<file path="src/rtl/mul_div_sequencer_if.sv">
// Handshake and kernel-control bundle between the multiply/divide sequencer
// and the surrounding datapath/kernel logic.
interface mul_div_sequencer_if #(
    parameter int PARALLELISM = 32
);
    logic                   start;
    logic [2:0]             opCode;
    logic [PARALLELISM-1:0] multiplierIn;
    logic                   signSel;
    logic                   non0;
    logic [2:0]             opCodeOut;
    logic [1:0]             multDecisionBits;
    logic                   saveReminder;
    logic                   loadOperands;
    logic                   iterEnable;
    logic                   busy;
    logic                   done;
    logic [PARALLELISM-1:0] quotient;

    modport master (
        output start, opCode, multiplierIn, signSel, non0,
        input  opCodeOut, multDecisionBits, saveReminder, loadOperands,
               iterEnable, busy, done, quotient
    );

    modport slave (
        input  start, opCode, multiplierIn, signSel, non0,
        output opCodeOut, multDecisionBits, saveReminder, loadOperands,
               iterEnable, busy, done, quotient
    );
endinterface

</file>
<file path="src/rtl/mul_div_sequencer.sv">
// Control sequencer for a shared iterative multiply/divide datapath: schedules
// LOAD/ITERATE/SAVE_REM/DONE, recodes Booth pairs and converts signed-digit quotients.
module mul_div_sequencer #(
    parameter int PARALLELISM = 32,
    parameter int ITERATIONS  = PARALLELISM + 1
) (
    input  logic               clk,
    input  logic               rst,
    mul_div_sequencer_if.slave bus
);
    localparam int CNT_W = $clog2(ITERATIONS + 1);
    localparam logic [CNT_W-1:0] LAST_ITER = CNT_W'(ITERATIONS - 1);

    typedef enum logic [2:0] {
        IDLE     = 3'd0,
        LOAD     = 3'd1,
        ITERATE  = 3'd2,
        SAVE_REM = 3'd3,
        DONE     = 3'd4
    } state_t;

    state_t                 stateR;
    state_t                 nextStateS;
    logic [PARALLELISM:0]   mqR;
    logic                   mqPrevR;
    logic [PARALLELISM:0]   qPosR;
    logic [PARALLELISM:0]   qNegR;
    logic [CNT_W-1:0]       counterR;
    logic [2:0]             opCodeR;
    logic [PARALLELISM-1:0] quotientR;
    logic [PARALLELISM-1:0] qDiffS;
    logic                   isDivS;

    assign isDivS = opCodeR[2];
    // Only the low word of the modular difference is kept as the quotient
    assign qDiffS = PARALLELISM'(qPosR - qNegR);

    // State register
    always_ff @(posedge clk or posedge rst) begin
        if (rst) begin
            stateR <= IDLE;
        end else begin
            stateR <= nextStateS;
        end
    end

    // Next-state decode
    always_comb begin
        nextStateS = stateR;
        case (stateR)
            IDLE: begin
                if (bus.start) nextStateS = LOAD;
                else           nextStateS = IDLE;
            end
            LOAD:    nextStateS = ITERATE;
            ITERATE: begin
                if (counterR == LAST_ITER) nextStateS = SAVE_REM;
                else                       nextStateS = ITERATE;
            end
            SAVE_REM: nextStateS = DONE;
            DONE:     nextStateS = IDLE;
            default:  nextStateS = IDLE;
        endcase
    end

    // Operand, digit-accumulator, counter and quotient registers
    always_ff @(posedge clk or posedge rst) begin
        if (rst) begin
            mqR       <= '0;
            mqPrevR   <= 1'b0;
            qPosR     <= '0;
            qNegR     <= '0;
            counterR  <= '0;
            opCodeR   <= 3'b000;
            quotientR <= '0;
        end else begin
            case (stateR)
                IDLE: begin
                    if (bus.start) begin
                        opCodeR  <= bus.opCode;
                        mqR      <= bus.opCode[0] ? {1'b0, bus.multiplierIn}
                                                  : {bus.multiplierIn[PARALLELISM-1], bus.multiplierIn};
                        mqPrevR  <= 1'b0;
                        qPosR    <= '0;
                        qNegR    <= '0;
                        counterR <= '0;
                    end
                end
                LOAD: quotientR <= '0;
                ITERATE: begin
                    counterR <= counterR + CNT_W'(1);
                    if (isDivS) begin
                        qPosR <= {qPosR[PARALLELISM-1:0], bus.non0 & ~bus.signSel};
                        qNegR <= {qNegR[PARALLELISM-1:0], bus.non0 & bus.signSel};
                    end else begin
                        mqPrevR <= mqR[0];
                        mqR     <= {mqR[PARALLELISM], mqR[PARALLELISM:1]};
                    end
                end
                SAVE_REM: begin
                    if (isDivS) quotientR <= qDiffS;
                end
                default: ;
            endcase
        end
    end

    // Strobes and Booth pair decoded from the state register alone
    always_comb begin
        bus.loadOperands     = 1'b0;
        bus.iterEnable       = 1'b0;
        bus.saveReminder     = 1'b0;
        bus.done             = 1'b0;
        bus.multDecisionBits = 2'b00;
        case (stateR)
            LOAD:    bus.loadOperands = 1'b1;
            ITERATE: begin
                bus.iterEnable = 1'b1;
                if (!isDivS) bus.multDecisionBits = {mqR[0], mqPrevR};
                else         bus.multDecisionBits = 2'b00;
            end
            SAVE_REM: bus.saveReminder = 1'b1;
            DONE:     bus.done         = 1'b1;
            default:  ;
        endcase
    end

    assign bus.busy      = (stateR != IDLE);
    assign bus.opCodeOut = opCodeR;
    assign bus.quotient  = quotientR;
endmodule

</file>
<file path="src/flat_wrapper.sv">
// flat-port wrapper written by rule: the top's interface ports become plain ports
module mul_div_sequencer_flat 
#(
    parameter int PARALLELISM = 32,
    parameter int ITERATIONS  = PARALLELISM + 1
)
  (clk, rst, bus_start, bus_opCode, bus_multiplierIn, bus_signSel, bus_non0, bus_opCodeOut, bus_multDecisionBits, bus_saveReminder, bus_loadOperands, bus_iterEnable, bus_busy, bus_done, bus_quotient);
  mul_div_sequencer_if #(.PARALLELISM(PARALLELISM)) bus_i ();
  input  logic clk;
  input  logic rst;
  input wire logic [$bits(bus_i.start)-1:0] bus_start;
  input wire logic [$bits(bus_i.opCode)-1:0] bus_opCode;
  input wire logic [$bits(bus_i.multiplierIn)-1:0] bus_multiplierIn;
  input wire logic [$bits(bus_i.signSel)-1:0] bus_signSel;
  input wire logic [$bits(bus_i.non0)-1:0] bus_non0;
  output wire logic [$bits(bus_i.opCodeOut)-1:0] bus_opCodeOut;
  output wire logic [$bits(bus_i.multDecisionBits)-1:0] bus_multDecisionBits;
  output wire logic [$bits(bus_i.saveReminder)-1:0] bus_saveReminder;
  output wire logic [$bits(bus_i.loadOperands)-1:0] bus_loadOperands;
  output wire logic [$bits(bus_i.iterEnable)-1:0] bus_iterEnable;
  output wire logic [$bits(bus_i.busy)-1:0] bus_busy;
  output wire logic [$bits(bus_i.done)-1:0] bus_done;
  output wire logic [$bits(bus_i.quotient)-1:0] bus_quotient;
  assign bus_i.start = bus_start;
  assign bus_i.opCode = bus_opCode;
  assign bus_i.multiplierIn = bus_multiplierIn;
  assign bus_i.signSel = bus_signSel;
  assign bus_i.non0 = bus_non0;
  assign bus_opCodeOut = bus_i.opCodeOut;
  assign bus_multDecisionBits = bus_i.multDecisionBits;
  assign bus_saveReminder = bus_i.saveReminder;
  assign bus_loadOperands = bus_i.loadOperands;
  assign bus_iterEnable = bus_i.iterEnable;
  assign bus_busy = bus_i.busy;
  assign bus_done = bus_i.done;
  assign bus_quotient = bus_i.quotient;
  mul_div_sequencer #(.PARALLELISM(PARALLELISM), .ITERATIONS(ITERATIONS)) u_core (.clk(clk), .rst(rst), .bus(bus_i));
endmodule
</file>
<file path="config.mk">
export PLATFORM = sky130hd
export DESIGN_NAME = mul_div_sequencer_flat
export DESIGN_NICKNAME = d
export VERILOG_FILES = /design/src/rtl/mul_div_sequencer_if.sv /design/src/rtl/mul_div_sequencer.sv /design/src/flat_wrapper.sv
export SDC_FILE = /design/constraint.sdc
export NUM_CORES = 1
export LEC_CHECK = 0
export BUFFER_PORTS_ARGS = -buffer_cell sky130_fd_sc_hd__clkbuf_2
export CORE_UTILIZATION = 45
export CTS_BUF_LIST = sky130_fd_sc_hd__clkbuf_2 sky130_fd_sc_hd__clkbuf_4 sky130_fd_sc_hd__clkbuf_8
export DETAILED_ROUTE_END_ITERATION = 8
export PLACE_DENSITY_LB_ADDON = 0.2
export SYNTH_ARGS = -nofsm -noshare
export SYNTH_HDL_FRONTEND = slang
export SYNTH_SLANG_ARGS = --single-unit
export TNS_END_PERCENT = 100
</file>
<file path="constraint.sdc">
create_clock -name clk -period 6 [get_ports clk]
set_clock_uncertainty 0.15 [all_clocks]
set_input_delay 0.3 -clock clk [delete_from_list [all_inputs] [get_ports clk]]
set_output_delay 0.3 -clock clk [all_outputs]
set_load 0.01 [all_outputs]
</file>
**Word level (Yosys, flattened, before mapping)**

Index checks and enable logic that the tools add are counted.

- Bits in registers: 142
- Bits in latches: 0
- RAM bits: 0
- Memory bits (read-only): 0
- Input bits: 40
- Output and inout bits: 42
- Word-level logic and storage cells: 59
- Memories: 0

- Add/sub/neg operators: 2
- Multiply operators: 0
- Divide/modulo/power cells: 0
- Magnitude comparators: 0
- Equality and inequality tests: 9
- Shift operators: 0
- Mux-type cells: 25
- Bitwise gates (word level): 4
- Reductions and logical operators: 10

Operators by type and width:

| kind | number |
|---|---|
| $pmux 32 s2 | 3 |
| $mux 32 | 5 |
| $mux 33 | 2 |
| $pmux 33 s2 | 1 |
| $sub 32x32->32 | 1 |
| $pmux 3 s4 | 1 |
| $pmux 6 s2 | 1 |
| $reduce_and 3->1 | 3 |
| $mux 1 | 8 |
| $add 6x1->6 const B | 1 |
| $eq 3x2->1 const B | 2 |
| $eq 6x6->1 const B | 1 |
| $mux 6 | 1 |
| $reduce_and 2->1 | 3 |
| $mux 2 | 2 |
| $ne 2x1->1 const B | 2 |
| $ne 2x2->1 const B | 2 |
| $reduce_bool 2->1 | 2 |
| $eq 3x1->1 const B | 1 |
| $eq 3x3->1 const B | 1 |
| $logic_not 3->1 | 1 |
| $reduce_bool 3->1 | 1 |
| $and 1x1->1 | 2 |
| $not 1->1 | 2 |
| $pmux 1 s2 | 1 |

**Depth between registers and ports, before layout**

Gate-level depths: netlist of the first run.

- Word-level depth: 4
- Gate-level depth with buffers: 11
- Depth with buffers taken out: 11

**Worst setup path after synthesis of the first run**

Ideal clock, no wire load.

- Path type: register -> register
- Start: register u_core.qNegR[0]
- End: register u_core.quotientR[28], in the netlist u_core.bus.quotient[28]
- Setup time: 70 ps
- Arrival time: 2382 ps
- Required time: 5780 ps
- Setup slack: 3398 ps
- Cell stages (with the launch flop): 11
- Buffers on the path: 0
- Period minus slack after synthesis: 2602 ps
- Path through: dfrtp_1 ha_1 fa_1 nor2b_1 o2111ai_1 a21oi_1 o21ai_1 o22ai_1 a21oi_1 or4b_1 nand3_1

- Word-level cells in the longest chain between the ends: 3

RTL lines:

| what | RTL line | RTL |
|---|---|---|
| start, declared | mul_div_sequencer.sv:27 | `logic [PARALLELISM:0] qNegR;` |
| start signal, assigned | mul_div_sequencer.sv:94 | `qNegR <= {qNegR[PARALLELISM-1:0], bus.non0 & bus.signSel};` |
| $sub 32x32->32 | mul_div_sequencer.sv:36 | `assign qDiffS = PARALLELISM'(qPosR - qNegR);` |
| $mux 32 | mul_div_sequencer.sv:101 | `if (isDivS) quotientR <= qDiffS;` |
| $pmux 32 s2 | mul_div_sequencer.sv:77 | `case (stateR)` |
| end signal, assigned | mul_div_sequencer.sv:101 |  |
| end, declared | mul_div_sequencer.sv:30 | `logic [PARALLELISM-1:0] quotientR;` |

No other way between the ends. The select of a mux whose other input is x is not followed.
A chain may end at the register's enable or synchronous reset.

**Worst setup path in the final report of the first run**

- Start: register u_core.stateR[1]
- End: register u_core.qNegR[0]

- Word-level cells in the longest chain between the ends: 3
- Elaborated cells on any way between the ends: 7
- Classes of those cells: eq/ne (3); mux (1); reduce/logical (3)

RTL lines:

| what | RTL line | RTL |
|---|---|---|
| start, declared | mul_div_sequencer.sv:22 | `state_t stateR;` |
| start signal, assigned | mul_div_sequencer.sv:43 | `stateR <= nextStateS;` |
| $eq 3x2->1 or $logic_not 3->1 (tied branches) | mul_div_sequencer.sv:77 |  |
| $ne 2x1->1 (no source line) (tied with other cells) | -- |  |
| $reduce_and 3->1 (no source line) | -- |  |

Several ways; a longest one is shown, not always the timed one.

==> results of run 1 <==
==> final cells by class <==
cell class                 instances  area (um2)
sequential                       142        3550
tap                              216         270
clock buffer                      20         263
multi-input combinational        508        3440
fill                            1450        7310
clock inverter                    12         111
inverter                          43         166
timing repair buffer             119         773
==> stage by stage <==
stage                     power [uW]  std cells
after floorplan                 2020        734
after global routing            3230       1060
after global placement          2240        995
final                           3020       1060
after detailed placement        2290        995
after CTS                       3050       1060
==> logic make-up after synthesis <==
kind of cell               share of synthesized area [%]
DFF                                                 48.7
muxes                                               4.66
and+or+nand+nor                                     10.8
adders and majority gates                           6.10
AOI/OAI and AO/OA                                   22.1
xor gates and xnor gates                            3.24
buffers and inverters                               4.51
==> final timing paths <==
check                                          endpoint  slack (ps)  depth (start not counted)
worst max-delay path                    u_core.qNegR[0]        1880                         10
min in group asynchronous        u_core.bus.quotient[4]         340                          3
worst min register to register  u_core.bus.quotient[13]         330                          2
max in group asynchronous               u_core.qNegR[2]        4050                          4
worst min-delay path                     u_core.mqR[24]          20                          3
worst max register to register          u_core.qNegR[0]        1880                         10
==> sequential cells by signal, indices dropped and copies added (netlist names) <==
name                  cells
u_core.mqR               33
u_core.bus.opCodeOut      3
u_core.qPosR             32
u_core.stateR             3
u_core.mqPrevR            1
u_core.qNegR             32
u_core.bus.quotient      32
u_core.counterR           6
==> repair_timing <==
item,4_1_cts,5_1_grt
hold buffers,33,0
resized for setup,0,0
endpoints found under the hold margin,113,0
==> where the power goes <==
group          switching (uW)  internal [uW]
logic                     671            396
clock network             380            350
registers                 103           1120
==> critical path, stage by stage, from the launching register on <==
cell and delay [ps]:
dfrtp_1 420, inv_1 120, or3_1 370, buf_4 250, inv_2 480, and2_2 240, buf_4 540, nor2_4 310
buf_4 320, a32o_1 220, dlygate4sd3_1 550
==> routing by layer <==
| layer | routed length (um) | vias up |
|---|---|---|
| li1 | - | 2804 |
| met5 | 0 | - |
| met2 | 7560 | 119 |
| met4 | 271 | 0 |
| met1 | 7870 | 2761 |
| met3 | 509 | 27 |
==> placed cells by master (no fill, tap or decap), types with 5 or more instances in the layout <==
cell type and instances:
nand2b_1 6, a22o_1 62, mux2i_1 34, nand4_1 10, dlygate4sd3_1 33, a31oi_1 7, ha_1 34, nor2_1 26
nand3_1 6, buf_4 5, xor2_1 15, a21o_1 11, inv_1 41, o21ai_0 79, a21oi_1 38, clkbuf_2 81
dfrtp_1 142, o21bai_1 5, xnor2_1 12, clkbuf_8 18, nand2_1 102
==> flow_summary.yaml, run 1 <==
layout:
  area_growth_syn_to_layout_pct: 17.5
  final_area_mm2: 0.00858
  nets: 906
  layout-drive-gt1-share_pct: 15.3
  final_util_pct: 54.0
  antenna_cells: 0
setup_path:
  arrival_ps: 4310
  crit_start: "u_core.stateR[1]"
  r2r_start: "u_core.stateR[1]"
  endpoint_kind: "flop"
  critPathMaxFanout: 65
  cp-start-kind: "flop"
  crit_type: "flop to flop"
  crit_required_ps: 6190
timing:
  hold_viol: 0
  rsz0062_at_grt: "false"
  relSlewSlack_pct: 23.3
  finalMaxSlewViolations: 0
  setup_violations: 0
  worst_slack_ps: 1880
  worstMarginPinSlew_ps: 1150
  fin_crit_sh_pct: 68.7
  post-route-min-period_ps: 4120
  whs_ps: 24.1
  fin_tns_setup_ps: 0
  max_freq_mhz: 242
synth:
  ys.flop_type: "dfrtp_1"
  yosysMostFrequentCell: "dfrtp_1"
  synth_edf_count: 0
  synth.area.top_cells: "dfrtp_1 49%, a22o_1 7.4%, ha_1 5.8%"
  yosys_warnings: 0
  synth_top_area_share_pct: 48.7
  synth_nets: 809
  ys_seq_area_share_pct: 48.7
  async_flop_share_pct: 100
  synth_largest_area_cell: "dfrtp_1"
  ys_top_cells_by_count: "142 x dfrtp_1, 102 x nand2_1, 79 x o21ai_0, 62 x a22o_1, 42 x inv_1"
  synth_area_mm2: 0.00730
  yosys_register_bits: 142
  synthCells: 734
  avgSynthCellArea_um2: 9.95
  synth_cell_type_count: 52
clocking:
  clkSinkCount: 142
  clk_latency_ps: 450
  cts-root-buf: "clkbuf_8"
  cts_setup_buffers: 0
  clock_path_buffers: 2
  htree_levels: 4
  numCtsBuffers: 17
  clkSlewWorstSetupHoldPaths_ps: 80
  cts_tree: "yes"
routing:
  wire_per_inst_um: 15.3
  totalWireLength_um: 16200
  ant_nets: 0
  via_per_inst: 5.39
  first_pass_iters: 5
  drc_errors: 0
  drt-initial-drc-count: 307
  num_vias: 5711
die:
  coreArea_mm2: 0.0159
  die_x_um: 129
  dieArea_mm2: 0.0167
  die_h_um: 129
  initial_core_util_pct: 46.0
  io_pins: 82
  num_rows: 46
grt:
  grt_pass1_vias: 5605
  grt_max_degree: 83
  grt_use_met3_pct: 4.34
  antenna_found_initial: 0
  grt_pass1_wl_um: 26800
  gr-usage-met2_pct: 33.1
  use_met1_pct: 27.4
  grt-busiest-layer: "met2"
  grt_overflow: 0
  grt_use_total_pct: 20.5
power:
  peakVddDrop_v: 0.000481
  power_density_mw_per_mm2: 353
  p_leak_uw: 0.00427
placed_design:
  dp_hpwl_um: 11100
  pre_cts_ws_ps: 2460
  place_area_mm2: 0.00787
  io_buffers: 81
  place.gp.congestion: 0.833
min_path:
  hold_class: "input pin to flop"
  hold_start: "bus_multiplierIn[24]"
run_status:
  run_status: "completed"
flow_run:
  maxCapViolCount: 0
Note: power is estimated with default switching activity, not from simulation.
==> inputs of run 2 (changes only) <==
Clock period 6 ns to 3.7 ns, I/O delays scaled along.
==> run 2 against run 1 <==
Against the previous run:
- core utilization grew 0.95 points
- combinational power grew 65%
- global-route usage grew 0.30 points
- first-iteration DRC count shrank 9.8%
- via count grew 0.93%
- clock-buffer cell count shrank 3
- critical endpoint is now u_core.bus.quotient[28]
==> flow_summary.yaml, run 2 (synthesized netlist as in run 1, its figures left out) <==
run_status:
  run_status: "completed"
routing:
  wire_per_inst_um: 15.4
  ant_nets: 0
  drt-initial-drc-count: 277
  first_pass_iters: 5
  totalWireLength_um: 16400
  num_vias: 5764
  drc_errors: 0
  via_per_inst: 5.39
setup_path:
  crit_start: "u_core.qNegR[0]"
  critPathMaxFanout: 4
  r2r_start: "u_core.qNegR[0]"
  crit_required_ps: 3910
  r2r_slack_ps: 660
  crit_type: "flop to flop"
  arrival_ps: 3250
  endpoint: "u_core.bus.quotient[28]"
  r2r_end: "u_core.bus.quotient[28]"
  endpoint_kind: "flop"
  cp-start-kind: "flop"
  reg2reg_depth: 10
layout:
  largest_reg_flops: 33
  nets: 916
  layout-drive-gt1-share_pct: 15.5
  layout_common_cells: "142 x dfrtp_1, 102 x nand2_1, 81 x clkbuf_2"
  largest-register: "u_core.mqR"
  fill_cells: 1480
  final_util_pct: 54.9
  area_growth_syn_to_layout_pct: 19.5
  mostFrequentLayoutCell: "dfrtp_1"
  antenna_cells: 0
timing:
  post-route-min-period_ps: 3040
  finalMaxSlewViolations: 0
  setup_violations: 0
  relSlewSlack_pct: 24.8
  hold_viol: 0
  worstMarginPinSlew_ps: 1130
  max_freq_mhz: 329
  rsz0062_at_grt: "false"
  fin_tns_setup_ps: 0
  fin_crit_sh_pct: 82.2
placed_design:
  io_buffers: 81
  place.gp.congestion: 0.837
  dp_hpwl_um: 11300
power:
  p_leak_uw: 0.00433
  combPwrFrac_pct: 34.9
  internal-power_uw: 3160
  p_sw_share_pct: 37.6
  netSwitchingPower_uw: 1900
  peakVddDrop_v: 0.000329
  power_density_mw_per_mm2: 580
  seqPwrFrac_pct: 39.3
  p_clk_share_pct: 25.8
die:
  die_x_um: 129
  dieArea_mm2: 0.0167
  initial_core_util_pct: 46.0
  num_rows: 46
  io_pins: 82
  die_h_um: 129
  coreArea_mm2: 0.0159
clocking:
  clk_latency_ps: 440
  cts_setup_buffers: 0
  clock_path_buffers: 2
  clkSlewWorstSetupHoldPaths_ps: 90
  clkSinkCount: 142
  numCtsBuffers: 17
  cts-root-buf: "clkbuf_8"
  cts_tree: "yes"
  htree_levels: 4
grt:
  grt_use_total_pct: 20.8
  grt_max_degree: 97
  grt_pass1_vias: 5668
  grt_pass1_wl_um: 27600
  antenna_found_initial: 0
  grt_overflow: 0
min_path:
  hold_class: "input pin to flop"
  worstHoldPathCells: 4
flow_run:
  maxCapViolCount: 0
==> run 2: per-layer routing <==
| metal | vias up | part of all wire [%] | GRT usage, % |
|---|---|---|---|
| met5 | - | 0 | 0 |
| met4 | 0 | 0.71 | 7.13 |
| met2 | 118 | 47 | 32.7 |
| met1 | 2819 | 48 | 29.0 |
| li1 | 2820 | - | - |
| met3 | 7 | 3.8 | 3.92 |
==> run 2: critical path, stage by stage, from the launching register on <==
cell and delay, ps:
dfrtp_1 430, ha_1 230, fa_1 410, nor2b_1 170, o2111ai_1 150, a21oi_1 330
o21ai_1 170, o22ai_1 250, a21oi_1 140, or4b_1 480, nand3_1 80
==> run 2: through the flow <==
step	hold slack [ps]	std cells	worst slack, ps	total power (uW)	instance area, um2
after floorplan	137	734	1100	3280	7300
after global placement	211	998	748	3680	7910
after detailed placement	220	998	667	3750	7910
after CTS	92.4	1070	631	5110	8730
after global routing	140	1070	364	5420	8730
final	114	1070	659	5060	8730
==> run 2: cell type report <==
class	instances	area [um2]	share of cell area [%]
Inverter	43	165	1.89
Clock inverter	15	186	2.14
Sequential cell	142	3550	40.7
Tap cell	216	270	3.10
Timing Repair Buffer	129	878	10.1
Multi-Input combinational cell	508	3440	39.4
Clock buffer	17	234	2.68
==> run 2: repair_timing <==
item                      CTS  global route
hold endpoints to repair  180             0
gates resized for setup     0             0
hold buffers               40             0
==> run 2: power by group through the flow <==
stage          clock [uW]  combinational (uW)  sequential (uW)
2_1_floorplan           0                1290             1990
3_3_place_gp            0                1680             2000
3_5_place_dp            0                1740             2010
4_1_cts              1340                1780             1990
5_1_grt              1410                1990             2020
6_report             1300                1770             1990
==> run 2: worst min path at each step <==
stage,from,end,slack (ps)
3_5_place_dp,rst,u_core.bus.quotient[0],220
3_3_place_gp,rst,u_core.bus.quotient[0],210
6_report,bus_start,u_core.bus.opCodeOut[1],110
2_1_floorplan,bus_opCode[0],u_core.mqR[32],140
5_1_grt,bus_start,u_core.bus.opCodeOut[2],140
4_1_cts,bus_start,u_core.bus.opCodeOut[1],90
